<file path="src/rtl/poly_note_synth.sv">
// poly_note_synth: polyphonic square-wave synthesiser with voice allocation, saturating mixer and
// valid/ready sample port. Define ENVELOPE_EN for per-voice attack/release gain ramps.
module poly_note_synth #(
   parameter int NUM_NOTES  = 30,
   parameter int NUM_VOICES = 4,
   parameter int SAMPLE_W   = 32,
   parameter int AMPLITUDE  = 10000000,
   parameter int ENV_STEP   = 4096
) (
   input  logic                       CLOCK_50,
   input  logic                       reset,
   input  logic [NUM_NOTES-1:0]       note_in,
   output logic signed [SAMPLE_W-1:0] sample_out,
   output logic                       sample_valid,
   input  logic                       sample_ready,
   output logic [NUM_VOICES-1:0]      voice_active,
   output logic                       voice_overflow
);

   localparam int IDX_W  = (NUM_NOTES > 1) ? $clog2(NUM_NOTES) : 1;
   localparam int SLOT_W = $clog2(NUM_VOICES + 1);
   localparam int HP_W   = 18;
   localparam int ACC_W  = SAMPLE_W + 3;

   localparam logic signed [ACC_W-1:0] AMP_ACC = ACC_W'(AMPLITUDE);
   localparam logic signed [ACC_W-1:0] SAT_POS = {4'b0000, {(SAMPLE_W-1){1'b1}}};
   localparam logic signed [ACC_W-1:0] SAT_NEG = -SAT_POS;

   // Half-period in clocks of each semitone in the lowest octave (C3..B3).
   function automatic logic [HP_W-1:0] base_half_period(input logic [3:0] semi);
      case (semi)
         4'd0:    return 18'd191113;
         4'd1:    return 18'd180388;
         4'd2:    return 18'd170262;
         4'd3:    return 18'd160705;
         4'd4:    return 18'd151685;
         4'd5:    return 18'd143172;
         4'd6:    return 18'd135139;
         4'd7:    return 18'd127551;
         4'd8:    return 18'd120395;
         4'd9:    return 18'd113636;
         4'd10:   return 18'd107259;
         default: return 18'd101239;
      endcase
   endfunction

   typedef enum logic [1:0] {ST_IDLE, ST_SCAN, ST_COMMIT} state_t;

   state_t               state_reg;
   logic [NUM_NOTES-1:0] note_latch_reg;
   logic [IDX_W-1:0]     idx_reg;
   logic [3:0]           semi_reg;
   logic [1:0]           oct_reg;
   logic [SLOT_W-1:0]    slot_cnt_reg;
   logic                 overflow_pending_reg;
   logic                 voice_overflow_reg;

   logic                 note_changed;
   logic                 relatch;
   logic                 commit;
   logic                 slot_free;
   logic                 scan_take;
   logic [HP_W-1:0]      scan_hp;

   assign note_changed = (note_in != note_latch_reg);
   assign relatch      = note_changed && (state_reg != ST_COMMIT);
   assign commit       = (state_reg == ST_COMMIT);
   assign slot_free    = (slot_cnt_reg < SLOT_W'(NUM_VOICES));
   assign scan_take    = (state_reg == ST_SCAN) && !note_changed && note_latch_reg[idx_reg] && slot_free;
   assign scan_hp      = base_half_period(semi_reg) >> oct_reg;

   always_ff @(posedge CLOCK_50) begin
      if (reset) begin
         state_reg            <= ST_IDLE;
         note_latch_reg       <= '0;
         idx_reg              <= '0;
         semi_reg             <= '0;
         oct_reg              <= '0;
         slot_cnt_reg         <= '0;
         overflow_pending_reg <= 1'b0;
         voice_overflow_reg   <= 1'b0;
      end else begin
         case (state_reg)
            ST_IDLE, ST_SCAN: begin
               if (note_changed) begin
                  // A change at any point (re)starts the scan from note 0.
                  state_reg            <= ST_SCAN;
                  note_latch_reg       <= note_in;
                  idx_reg              <= '0;
                  semi_reg             <= '0;
                  oct_reg              <= '0;
                  slot_cnt_reg         <= '0;
                  overflow_pending_reg <= 1'b0;
               end else if (state_reg == ST_SCAN) begin
                  if (note_latch_reg[idx_reg]) begin
                     if (slot_free)
                        slot_cnt_reg <= slot_cnt_reg + SLOT_W'(1);
                     else
                        overflow_pending_reg <= 1'b1;
                  end
                  if (idx_reg == IDX_W'(NUM_NOTES - 1)) begin
                     state_reg <= ST_COMMIT;
                  end else begin
                     idx_reg <= idx_reg + IDX_W'(1);
                     if (semi_reg == 4'd11) begin
                        semi_reg <= '0;
                        oct_reg  <= oct_reg + 2'd1;
                     end else begin
                        semi_reg <= semi_reg + 4'd1;
                     end
                  end
               end
            end
            ST_COMMIT: begin
               voice_overflow_reg <= overflow_pending_reg;
               state_reg          <= ST_IDLE;
            end
            default: state_reg <= ST_IDLE;
         endcase
      end
   end

`ifdef ENVELOPE_EN
   localparam int ENV_W = (ENV_STEP > 1) ? $clog2(ENV_STEP) : 1;
   logic [ENV_W-1:0] env_cnt_reg;
   logic             env_tick;

   assign env_tick = (env_cnt_reg == ENV_W'(ENV_STEP - 1));

   always_ff @(posedge CLOCK_50) begin
      if (reset || env_tick)
         env_cnt_reg <= '0;
      else
         env_cnt_reg <= env_cnt_reg + ENV_W'(1);
   end
`endif

   logic signed [ACC_W-1:0] contrib [NUM_VOICES];

   genvar gi;
   generate
      for (gi = 0; gi < NUM_VOICES; gi++) begin : g_voice
         logic              slot_used_reg;
         logic [IDX_W-1:0]  slot_note_reg;
         logic [HP_W-1:0]   slot_hp_reg;
         logic [HP_W-1:0]   cnt_reg;
         logic [HP_W-1:0]   hp_reg;
         logic [IDX_W-1:0]  note_reg;
         logic              phase_reg;
         logic              act_reg;
         logic              wrap;
         logic              same_note;

         assign wrap = (cnt_reg == hp_reg - HP_W'(1));

         // Slot gi receives the gi-th set note found during the scan.
         always_ff @(posedge CLOCK_50) begin
            if (reset || relatch) begin
               slot_used_reg <= 1'b0;
               slot_note_reg <= '0;
               slot_hp_reg   <= '0;
            end else if (scan_take && (slot_cnt_reg == SLOT_W'(gi))) begin
               slot_used_reg <= 1'b1;
               slot_note_reg <= idx_reg;
               slot_hp_reg   <= scan_hp;
            end
         end

`ifdef ENVELOPE_EN
         logic       held_reg;
         logic [8:0] gain_reg;
         logic signed [ACC_W+9:0] amp_s;
         logic signed [ACC_W+9:0] scaled;

         assign same_note = held_reg && (note_reg == slot_note_reg);

         always_ff @(posedge CLOCK_50) begin
            if (reset) begin
               cnt_reg   <= '0;
               hp_reg    <= '0;
               note_reg  <= '0;
               phase_reg <= 1'b0;
               act_reg   <= 1'b0;
               held_reg  <= 1'b0;
               gain_reg  <= '0;
            end else if (commit && slot_used_reg && !same_note) begin
               cnt_reg   <= '0;
               hp_reg    <= slot_hp_reg;
               note_reg  <= slot_note_reg;
               phase_reg <= 1'b1;
               act_reg   <= 1'b1;
               held_reg  <= 1'b1;
               gain_reg  <= '0;
            end else begin
               if (act_reg) begin
                  cnt_reg <= wrap ? '0 : cnt_reg + HP_W'(1);
                  if (wrap)
                     phase_reg <= ~phase_reg;
               end
               if (commit && !slot_used_reg)
                  held_reg <= 1'b0;
               // Released voices keep toggling while their gain ramps down to silence.
               if (!held_reg && act_reg) begin
                  if (gain_reg == '0) begin
                     act_reg   <= 1'b0;
                     cnt_reg   <= '0;
                     phase_reg <= 1'b0;
                  end else if (env_tick) begin
                     gain_reg <= gain_reg - 9'd1;
                  end
               end else if (held_reg && env_tick && (gain_reg != 9'd256)) begin
                  gain_reg <= gain_reg + 9'd1;
               end
            end
         end

         assign amp_s  = phase_reg ? (ACC_W+10)'(AMP_ACC) : -(ACC_W+10)'(AMP_ACC);
         assign scaled = amp_s * (ACC_W+10)'($signed({1'b0, gain_reg}));
         assign contrib[gi] = act_reg ? ACC_W'(scaled >>> 8) : '0;
`else
         assign same_note = act_reg && (note_reg == slot_note_reg);

         // An unchanged note keeps counting through commit so its waveform stays continuous.
         always_ff @(posedge CLOCK_50) begin
            if (reset) begin
               cnt_reg   <= '0;
               hp_reg    <= '0;
               note_reg  <= '0;
               phase_reg <= 1'b0;
               act_reg   <= 1'b0;
            end else if (commit && slot_used_reg && !same_note) begin
               cnt_reg   <= '0;
               hp_reg    <= slot_hp_reg;
               note_reg  <= slot_note_reg;
               phase_reg <= 1'b1;
               act_reg   <= 1'b1;
            end else if (commit && !slot_used_reg) begin
               cnt_reg   <= '0;
               phase_reg <= 1'b0;
               act_reg   <= 1'b0;
            end else if (act_reg) begin
               cnt_reg <= wrap ? '0 : cnt_reg + HP_W'(1);
               if (wrap)
                  phase_reg <= ~phase_reg;
            end
         end

         assign contrib[gi] = act_reg ? (phase_reg ? AMP_ACC : -AMP_ACC) : '0;
`endif

         assign voice_active[gi] = act_reg;
      end
   endgenerate

   logic signed [ACC_W-1:0]    mix_sum;
   logic signed [SAMPLE_W-1:0] mix_next;
   logic signed [SAMPLE_W-1:0] mix_reg;
   logic signed [SAMPLE_W-1:0] sample_out_reg;
   logic                       sample_valid_reg;

   always_comb begin
      mix_sum = '0;
      for (int v = 0; v < NUM_VOICES; v++)
         mix_sum = mix_sum + contrib[v];
      if (mix_sum > SAT_POS)
         mix_next = SAT_POS[SAMPLE_W-1:0];
      else if (mix_sum < SAT_NEG)
         mix_next = SAT_NEG[SAMPLE_W-1:0];
      else
         mix_next = mix_sum[SAMPLE_W-1:0];
   end

   always_ff @(posedge CLOCK_50) begin
      if (reset) begin
         mix_reg          <= '0;
         sample_out_reg   <= '0;
         sample_valid_reg <= 1'b0;
      end else begin
         mix_reg          <= mix_next;
         sample_valid_reg <= 1'b1;
         if (!sample_valid_reg || sample_ready)
            sample_out_reg <= mix_reg;
      end
   end

   assign sample_out     = sample_out_reg;
   assign sample_valid   = sample_valid_reg;
   assign voice_overflow = voice_overflow_reg;

endmodule

</file>
<file path="config.mk">
export PLATFORM = sky130hd
export DESIGN_NAME = poly_note_synth
export DESIGN_NICKNAME = d
export VERILOG_FILES = /design/src/rtl/poly_note_synth.sv
export SDC_FILE = /design/constraint.sdc
export NUM_CORES = 1
export LEC_CHECK = 0
export CORE_MARGIN = 4
export CORE_UTILIZATION = 56
export DETAILED_ROUTE_END_ITERATION = 8
export GPL_ROUTABILITY_DRIVEN = 0
export PLACE_DENSITY_LB_ADDON = 0.05
export SYNTH_ARGS = -nofsm -noshare
export SYNTH_HDL_FRONTEND = slang
export SYNTH_SLANG_ARGS = --single-unit
</file>
<file path="constraint.sdc">
create_clock -name CLOCK_50 -period 4.13 [get_ports CLOCK_50]
set_input_delay 0.826 -clock CLOCK_50 [delete_from_list [all_inputs] [get_ports CLOCK_50]]
set_output_delay 0.826 -clock CLOCK_50 [all_outputs]
set_load 0.05 [all_outputs]
</file>
# Word level (Yosys, flattened, before mapping)
# Memories as Yosys holds them, arrays and structs flattened. A register that Yosys moved wholly into a read port is not among the register bits.
# Cells that the tools add are included.
[classes] add_sub_neg=15 mul=0 n_div=0 magnitude_cmp=4 n_eq_ne=19 shifts=1 muxes=65 bitwise=5 reduce_logical=74
[op_table] operator="two-way mux 35 bit" n=8
[op_table] operator="adder 35 bit" n=3
[op_table] operator="adder 18 x 1 -> 18 bit, second input constant" n=4
[op_table] operator="equality test 18 bit" n=4
[op_table] operator="two-way mux 18 bit" n=4
[op_table] operator="subtractor 18 x 1 -> 18 bit, second input constant" n=4
[op_table] operator="> comparator 35 x 32 -> 1 bit, second input constant" n=1
[op_table] operator="< comparator 35 x 32 -> 1 bit, second input constant" n=1
[op_table] operator="two-way mux 1 bit" n=33
[op_table] operator="two-way mux 32 bit" n=1
[op_table] operator="two-way mux 31 bit" n=1
[op_table] operator="!= test 30 bit" n=1
[op_table] operator="logical AND 1 bit" n=24
[op_table] operator="two-way mux 4 bit" n=6
[op_table] operator="nonzero test 3 bit" n=8
[op_table] operator="equality test 5 bit" n=4
[op_table] operator="nonzero test 2 bit" n=9
[op_table] operator="right shift 18 x 2 -> 18 bit" n=1
[op_table] operator="two-way mux 5 bit" n=3
[op_table] operator="OR reduction 3 bit" n=5
[op_table] operator="AND reduction 2 bit" n=7
[op_table] operator="two-way mux 3 bit" n=4
[op_table] operator="AND reduction 4 bit" n=3
[op_table] operator="logical NOT 1 bit" n=10
[op_table] operator="other kinds (21)" n=34
[word_totals] register_bits=381 latchBits=0 ram_bits=0 romBits=288 output_inout_bits=38 elab_cells=229 n_memories=1
[memory_table] name="(no name shown)" words=16 word_bits=18 read_ports=1 rd_ports_with_merged_regs=1 wr=0 line_no="31" text="case (semi)"

# Logic depth before layout (Yosys ltp)
# Gate-level depths: netlist of the first run.
[depth] depth_word=8 mapped_depth=18

# Worst setup path after synthesis of the first run
# No wires, ideal clock.
[synth_path] kind="register to register" start="register g_voice[3].act_reg" end="register mix_reg[25]" t_arrival_ns=4.246 path_slack_ns=-0.248 stages_incl_launch_ff=17 n_path_buf=4 period_less_slack_ns=4.378 path_cell_list="dfxtp_1 > clkbuf_1 > nand2_1 > fa_1 > inv_1 > fa_1 > ha_1 > clkbuf_1 > nor2b_1 > o21ai_0 > a21boi_0 > o31a_1 > nor4_1 > a21o_1 > buf_2 > clkbuf_1 > nor3_1"
[synth_between] elab_chain_len=5 word_cells_on_any_way=6 cone_classes="1 x add/sub; 2 x order compare; 3 x mux"
[synth_rtl] item="from (decl)" line_no="150" text="logic act_reg;"
[synth_rtl] item="from (signal assigned)" line_no="230" text="act_reg <= 1'b0;"
[synth_rtl] item="from (signal assigned)" line_no="236" text="act_reg <= 1'b1;"
[synth_rtl] item="from (signal assigned)" line_no="240" text="act_reg <= 1'b0;"
[synth_rtl] item="two-way mux 35 bit *" line_no="248" text="assign contrib[gi] = act_reg ? (phase_reg ? AMP_ACC : -AMP_ACC) : '0;"
[synth_rtl] item="adder 35 bit *" line_no="264" text="mix_sum = mix_sum + contrib[v];"
[synth_rtl] item="< comparator 35 x 32 -> 1 bit" line_no="267" text="else if (mix_sum < SAT_NEG)"
[synth_rtl] item="two-way mux 32 bit" line_no="267"
[synth_rtl] item="two-way mux 31 bit *" line_no="265" text="if (mix_sum > SAT_POS)"
[synth_rtl] item="to (signal assigned)" line_no="279" text="mix_reg <= mix_next;"
[synth_rtl] item="to (decl)" line_no="257" text="logic signed [SAMPLE_W-1:0] mix_reg;"
# Mark *: on every way between the ends. The rest lies on a longest branch, timed or not.
# A chain may end at the register's enable or synchronous reset.

# Worst setup path in the final report of the first run
[layout_path] start="register g_voice[3].act_reg" end="register mix_reg[10]"
# The elaborated chain is that of the path after synthesis.

==> metrics.txt, run 1 <==
# TYPE chip_impl_metric gauge
chip_impl_info{name="clockRootBuffer",value="clkbuf_16"} 1
chip_impl_metric{name="netlist.area_leader.share",unit=""} 0.402
chip_impl_metric{name="yosysWarningCount",unit=""} 0
chip_impl_metric{name="detailroute.via_count",unit=""} 15649
chip_impl_info{name="netlist.top_cell.by_area",value="dfxtp_1"} 1
chip_impl_metric{name="synth_enable_flop_cells",unit=""} 0
chip_impl_metric{name="synth.lib_cells_used.distinct",unit=""} 93
chip_impl_metric{name="cts_hold_buf",unit=""} 0
chip_impl_metric{name="highest_attainable_clock_frequency",unit="MHz"} 257
chip_impl_metric{name="first_pass_grt_wire_length",unit="um"} 77200
chip_impl_metric{name="fp.coreArea",unit="sq um"} 33900
chip_impl_metric{name="num_antenna_cells",unit=""} 0
chip_impl_metric{name="routed_wl_per_cell",unit="um"} 17.3
chip_impl_metric{name="hpwl",unit="um"} 33000
chip_impl_metric{name="cp_max_fo",unit=""} 9
chip_impl_info{name="cp_slowest_cell",value="fa_1"} 1
chip_impl_metric{name="syn_avg_cell_area",unit="sq um"} 8.74
chip_impl_metric{name="timing.final.max_slew_violations",unit=""} 0
chip_impl_metric{name="post-route-util",unit=""} 0.642
chip_impl_info{name="cp_common_cell",value="fa_1"} 1
chip_impl_metric{name="cts-buffers-inserted",unit=""} 41
chip_impl_metric{name="viasPerCell",unit=""} 5.79
chip_impl_metric{name="p_leak",unit="nW"} 8.62
chip_impl_metric{name="dieArea",unit="sq um"} 37600
chip_impl_metric{name="syn-cell-area",unit="sq um"} 19400
chip_impl_metric{name="timing.slew.headroom",unit=""} 0.295
chip_impl_metric{name="setup_viol_count_final",unit=""} 0
chip_impl_metric{name="grt_pass1_vias",unit=""} 15043
chip_impl_metric{name="post-route-worst-setup-slack",unit="ns"} 0.245
chip_impl_info{name="criticalPathCategory",value="register to register"} 1
chip_impl_metric{name="clk_transition_reported_paths",unit="ns"} 0.06
chip_impl_info{name="synth_common_cells",value="dfxtp_1, nor2_1, nand2_1"} 1
chip_impl_metric{name="synth_nets",unit=""} 2293
chip_impl_metric{name="globalRouteTotalUtil",unit=""} 0.240
chip_impl_metric{name="fillers",unit=""} 2957
chip_impl_metric{name="grt_remaining_overflow",unit=""} 0
chip_impl_metric{name="ys_seq_area_frac",unit=""} 0.402
chip_impl_metric{name="nNetsFinal",unit=""} 2307
chip_impl_metric{name="start_util",unit=""} 0.572
chip_impl_metric{name="max_stage_delay",unit="ns"} 0.56
chip_impl_metric{name="rows",unit=""} 67
chip_impl_metric{name="clock_insertion_delay_worst_skew",unit="ns"} 0.53
chip_impl_metric{name="timing.max_cap.violations",unit=""} 0
chip_impl_metric{name="die_width",unit="um"} 194
chip_impl_metric{name="clock_sink_count",unit=""} 389
chip_impl_metric{name="tightest_slew",unit="ns"} 1.06
chip_impl_metric{name="dpl_worst_slack",unit="ns"} 0.212
chip_impl_metric{name="fin_tns_setup",unit="ns"} 0
chip_impl_metric{name="port_buffers",unit=""} 70
chip_impl_info{name="crit_chain",value="nor2b_1 -> fa_1 -> inv_2 -> fa_1 -> inv_1 -> ha_1 -> buf_4 -> nand3_1 -> nor3_1 -> o31a_1 -> nor4_2 -> or3_1 -> o21ai_0"} 1
chip_impl_info{name="tritoncts",value="yes"} 1
chip_impl_info{name="post-synth-top-count-cell",value="dfxtp_1"} 1
chip_impl_info{name="endpoint_kind",value="register"} 1
chip_impl_metric{name="postSynth.asyncResetShare",unit=""} 0
chip_impl_metric{name="syn2layout_area_growth",unit="%"} 12.3
chip_impl_metric{name="power-per-cell-area",unit="nW/um^2"} 351
chip_impl_info{name="rsz0062_at_grt",value="false"} 1
chip_impl_metric{name="antenna_found_initial",unit=""} 0
chip_impl_metric{name="power.ir.vdd_worst",unit="mV"} 0.339
chip_impl_metric{name="synth_cells",unit=""} 2216
chip_impl_metric{name="final.period_utilization",unit=""} 0.941
chip_impl_info{name="timing.critical_path.max_delay_family",value="adder cells"} 1
chip_impl_metric{name="largest_net_degree_at_the_start_of_global_routing",unit=""} 114
chip_impl_info{name="worst_hold_path_type",value="register to register"} 1
chip_impl_metric{name="power_consumption",unit="mW"} 7.64
chip_impl_metric{name="fp.dieH",unit="um"} 194
chip_impl_metric{name="drt_pre_antenna_iters",unit=""} 5
chip_impl_metric{name="layout-drive-gt1-share",unit=""} 0.0816
chip_impl_metric{name="yosys_register_bits",unit=""} 389
chip_impl_metric{name="setup.reg_to_reg.worst_slack",unit="ns"} 0.25
chip_impl_metric{name="drc",unit=""} 0
chip_impl_metric{name="postCtsSetupRepairBufs",unit=""} 0
chip_impl_metric{name="h_tree_depth",unit=""} 2
chip_impl_metric{name="period_needed",unit="ns"} 3.88
chip_impl_metric{name="drt.antenna.violating_nets",unit=""} 0
chip_impl_metric{name="top_level_i_o_count",unit=""} 71
chip_impl_info{name="synth_top_flop_cell",value="dfxtp_1"} 1
chip_impl_metric{name="hold_viol",unit=""} 0
chip_impl_metric{name="clock_tree.buffer_depth",unit=""} 3
chip_impl_metric{name="timing.critical_path.buf_inv",unit=""} 3
chip_impl_metric{name="timing.clock.skew",unit="ns"} 0.0154
chip_impl_info{name="outcome",value="completed"} 1
chip_impl_info{name="yosys-top-cells-area",value="dfxtp_1, mux2i_1, xnor2_1, nor2_1, nand2_1"} 1
chip_impl_metric{name="wl",unit="um"} 46600
chip_impl_metric{name="drt_iter0_markers",unit=""} 908
chip_impl_metric{name="worstPathRequired",unit="ns"} 4.57
chip_impl_info{name="timing.critical_path.from_type",value="register"} 1
chip_impl_metric{name="cp.arrival",unit="ns"} 4.33
==> cells in the final DEF (no fill, tap or decap), types with 16 or more instances in the layout <==
master           instances
mux2i_1                113
a21oi_1                 99
ha_1                    34
nand3_1                140
inv_1                   60
o21ai_0                124
nor3_1                  59
o31ai_1                 20
clkbuf_16               41
xnor2_1                126
buf_4                   42
dfxtp_1                389
or3_1                   16
nand4_1                 44
nand2b_1                16
xor2_1                  86
mux4_2                  22
nor2_1                 230
clkdlybuf4s50_1         69
nand2_1                214
nor4_1                  16
==> worst paths after layout <==
check | startpoint | endpoint | cells past startpoint
max | g_voice[3].act_reg$_SDFFE_PP0P_ | mix_reg[10]$_SDFF_PP0_ | 13
min | mix_reg[13]$_SDFF_PP0_ | sample_out[13]$_SDFFE_PP0P_ | 2
max reg2reg | g_voice[3].act_reg$_SDFFE_PP0P_ | mix_reg[10]$_SDFF_PP0_ | 13
min reg2reg | mix_reg[13]$_SDFF_PP0_ | sample_out[13]$_SDFFE_PP0P_ | 2
==> cells by family after synthesis <==
logic type | Yosys count | share of synthesized area
AOI/OAI and AO/OA | 386 | 0.126
adders and majority gates | 44 | 0.0319
and+or+nand+nor | 835 | 0.210
muxes | 143 | 0.0886
xor gates and xnor gates | 212 | 0.0959
buffers and inverters | 207 | 0.0456
DFF | 389 | 0.402
==> per-stage QoR <==
step / instance area [sq um] / instances / hold slack (ns)
5_1_grt: 21700 / 2703 / 0.462
4_1_cts: 21700 / 2703 / 0.440
6_report: 21700 / 2703 / 0.439
3_5_place_dp: 20400 / 2635 / 0.431
2_1_floorplan: 19400 / 2216 / 0.422
3_3_place_gp: 20400 / 2635 / 0.430
==> where the power goes <==
part	leakage (nW)	switching [mW]	internal, mW
Clock	0.656	1.48	2.21
Sequential	3.14	0.0174	3.77
Combinational	4.82	0.0972	0.0735
==> area by class of cell <==
| type | instances | area, sq um | share of cell area |
|---|---|---|---|
| multi-input combinational | 1620 | 10700 | 0.494 |
| inverter | 63 | 236 | 0.0109 |
| tap | 448 | 561 | 0.0258 |
| clock inverter | 15 | 186 | 0.00857 |
| sequential | 389 | 7790 | 0.358 |
| clock buffer | 53 | 1150 | 0.0529 |
| timing repair buffer | 115 | 1080 | 0.0495 |
==> layer usage <==
metal | routed length [um] | track usage
met1 | 21600 | 0.330
met3 | 1970 | 0.0315
met5 | 0 | 0
met4 | 826 | 0.0495
met2 | 22200 | 0.410
==> what timing repair did <==
item                                    4_1_cts  5_1_grt
hold endpoints to repair                      0        0
endpoints found under the setup margin        0       12
resized for setup                             0        3
==> worst min-delay path, stage by stage, from the launching register on <==
cell,delay [ns]
dfxtp_1,0.30
nand2_1,0.05
a21oi_1,0.05
(Power assumes the default switching activity.)
==> run 2: changes to the inputs <==
--- a/config.mk
+++ b/config.mk
@@ -6,7 +6,8 @@
 export NUM_CORES = 1
 export LEC_CHECK = 0
 export CORE_MARGIN = 4
-export CORE_UTILIZATION = 56
+export CORE_UTILIZATION = 57
+export CTS_BUF_LIST = sky130_fd_sc_hd__clkbuf_4
 export DETAILED_ROUTE_END_ITERATION = 8
 export GPL_ROUTABILITY_DRIVEN = 0
 export PLACE_DENSITY_LB_ADDON = 0.05
==> metrics.txt, run 2 (synthesis results as in run 1) <==
# TYPE chip_impl_metric gauge
chip_impl_info{name="outcome",value="completed"} 1
chip_impl_metric{name="drt_iter0_markers",unit=""} 879
chip_impl_metric{name="h_tree_depth",unit=""} 3
chip_impl_metric{name="highest_attainable_clock_frequency",unit="MHz"} 260
chip_impl_metric{name="dieArea",unit="sq um"} 37000
chip_impl_metric{name="dpl_worst_slack",unit="ns"} 0.297
chip_impl_metric{name="largest_net_degree_at_the_start_of_global_routing",unit=""} 51
chip_impl_metric{name="drt_pre_antenna_iters",unit=""} 5
chip_impl_info{name="endpoint_kind",value="register"} 1
chip_impl_metric{name="fp.dieH",unit="um"} 192
chip_impl_metric{name="sequentialPowerShare",unit=""} 0.535
chip_impl_metric{name="detailed_place.area",unit="sq um"} 20400
chip_impl_metric{name="pwr-share-comb",unit=""} 0.024
chip_impl_metric{name="power-per-cell-area",unit="nW/um^2"} 326
chip_impl_metric{name="port_buffers",unit=""} 70
chip_impl_metric{name="syn2layout_area_growth",unit="%"} 11.8
chip_impl_metric{name="power_frac_clock",unit=""} 0.441
chip_impl_metric{name="worst_hold_check_slack",unit="ns"} 0.436
chip_impl_metric{name="antenna_found_initial",unit=""} 2
chip_impl_metric{name="clock_tree.buffer_depth",unit=""} 3
chip_impl_metric{name="worst_r2r_path_depth",unit=""} 14
chip_impl_metric{name="hpwl",unit="um"} 32900
chip_impl_metric{name="hold_viol",unit=""} 0
chip_impl_metric{name="timing.slew.headroom",unit=""} 0.281
chip_impl_info{name="clockRootBuffer",value="clkbuf_4"} 1
chip_impl_metric{name="tightest_slew",unit="ns"} 1.08
chip_impl_metric{name="timing.clock.skew",unit="ns"} 0.0296
chip_impl_metric{name="cts_resized",unit=""} 0
chip_impl_metric{name="period_needed",unit="ns"} 3.85
chip_impl_metric{name="postLayoutCellArea",unit="sq um"} 21700
chip_impl_metric{name="fin_tns_setup",unit="ns"} 0
chip_impl_metric{name="rows",unit=""} 67
chip_impl_metric{name="p_leak",unit="nW"} 8.72
chip_impl_metric{name="wl",unit="um"} 46500
chip_impl_metric{name="globalRouteTotalUtil",unit=""} 0.253
chip_impl_metric{name="postCtsSetupRepairBufs",unit=""} 0
chip_impl_metric{name="routed_wl_per_cell",unit="um"} 16.5
chip_impl_info{name="criticalPathCategory",value="register to register"} 1
chip_impl_metric{name="cp_max_fo",unit=""} 14
chip_impl_metric{name="hold_depth",unit=""} 2
chip_impl_metric{name="fp.coreArea",unit="sq um"} 33500
chip_impl_metric{name="nNetsFinal",unit=""} 2370
chip_impl_metric{name="clk_transition_reported_paths",unit="ns"} 0.06
chip_impl_metric{name="worstPathRequired",unit="ns"} 4.78
chip_impl_metric{name="cts-buffers-inserted",unit=""} 99
chip_impl_info{name="final_common_cell",value="dfxtp_1"} 1
chip_impl_metric{name="power.ir.vdd_worst",unit="mV"} 0.217
chip_impl_metric{name="power_switching_share",unit=""} 0.234
chip_impl_info{name="tritoncts",value="yes"} 1
chip_impl_info{name="rsz0062_at_grt",value="false"} 1
chip_impl_metric{name="timing.max_cap.violations",unit=""} 0
chip_impl_metric{name="die_width",unit="um"} 192
chip_impl_metric{name="clock_sink_count",unit=""} 389
chip_impl_metric{name="cp.arrival",unit="ns"} 4.50
chip_impl_metric{name="power_consumption",unit="mW"} 7.07
chip_impl_metric{name="netSwitchingPower",unit="mW"} 1.66
chip_impl_metric{name="cts_hold_buf",unit=""} 0
chip_impl_metric{name="viasPerCell",unit=""} 5.68
chip_impl_metric{name="setup_viol_count_final",unit=""} 0
chip_impl_info{name="timing.critical_path.from_type",value="register"} 1
chip_impl_metric{name="final.period_utilization",unit=""} 0.932
chip_impl_metric{name="clock_insertion_delay_worst_skew",unit="ns"} 0.77
chip_impl_metric{name="grt_pass1_vias",unit=""} 15581
chip_impl_metric{name="detailroute.via_count",unit=""} 16006
chip_impl_metric{name="layout-drive-gt1-share",unit=""} 0.117
chip_impl_metric{name="drc",unit=""} 0
chip_impl_metric{name="internal_power",unit="mW"} 5.41
chip_impl_metric{name="post-route-worst-setup-slack",unit="ns"} 0.282
chip_impl_metric{name="first_pass_grt_wire_length",unit="um"} 77100
chip_impl_metric{name="timing.final.max_slew_violations",unit=""} 0
chip_impl_info{name="most-common-layout-cells",value="dfxtp_1, nor2_1, nand2_1, clkbuf_4, nand3_1"} 1
chip_impl_metric{name="start_util",unit=""} 0.578
chip_impl_metric{name="drt.antenna.violating_nets",unit=""} 0
chip_impl_metric{name="grt_remaining_overflow",unit=""} 0
chip_impl_info{name="worst_hold_path_type",value="register to register"} 1
chip_impl_metric{name="top_level_i_o_count",unit=""} 71
run 2: changes by cell type in the layout (fill, tap and decap cells not counted), moves of 2 or more:
| cell | change |
|---|---|
| buf_4 | +5 |
| bufinv_16 | -4 |
| clkbuf_1 | -4 |
| clkbuf_16 | -41 |
| clkbuf_4 | +141 |
| clkbuf_8 | -8 |
| clkinv_1 | +25 |
| clkinvlp_4 | -2 |
| diode_2 | +2 |
| inv_2 | +4 |
run 2: critical path: stages (launching register included):
cell and delay, ns:
dfxtp_1 0.32, nor2b_1 0.15, fa_1 0.56, inv_2 0.08, fa_1 0.54, inv_1 0.06, ha_1 0.30, buf_4 0.21
nand2_1 0.10, nor3_1 0.31, buf_4 0.19, o31a_1 0.23, nor4_4 0.08, or2_2 0.37, a211oi_1 0.25
run 2: layout make-up:
type / count / area [sq um]
fillers: 2984 / 11900
multi-input cells: 1620 / 10800
flip-flops and latches: 389 / 7790
repair buffers: 120 / 1110
clock buffers: 141 / 1060
well taps: 448 / 561
inverters: 63 / 236
clock inverters: 36 / 146
diodes: 2 / 5.00
run 2: worst paths after layout:
kind	startpoint	to	slack, ns
worst min-delay path	mix_reg[15]$_SDFF_PP0_	sample_out[15]$_SDFFE_PP0P_	0.44
worst max register to register	g_voice[3].act_reg$_SDFFE_PP0P_	mix_reg[0]$_SDFF_PP0_	0.28
worst max-delay path	g_voice[3].act_reg$_SDFFE_PP0P_	mix_reg[0]$_SDFF_PP0_	0.28
worst min register to register	mix_reg[15]$_SDFF_PP0_	sample_out[15]$_SDFFE_PP0P_	0.44
run 2: power by group through the flow:
stage               Clock (mW)  Combinational (mW)  Sequential, mW
floorplan                    0               0.103            3.86
global placement             0               0.168            3.87
detailed placement           0               0.171            3.87
CTS                       3.21               0.171            3.78
global route              3.43               0.185            3.78
finish                    3.12               0.168            3.78
run 2: routing by layer:
metal  wire length [um]  track usage
met1              21000        0.329
met2              21800        0.418
met3               2270       0.0487
met4               1430       0.0957
met5                  0            0
run 2: per-stage QoR:
stage | utilization | instances
2_1_floorplan | - | 2216
3_3_place_gp | 0.609 | 2640
3_5_place_dp | 0.609 | 2640
4_1_cts | 0.645 | 2817
5_1_grt | 0.646 | 2819
6_report | 0.646 | 2819
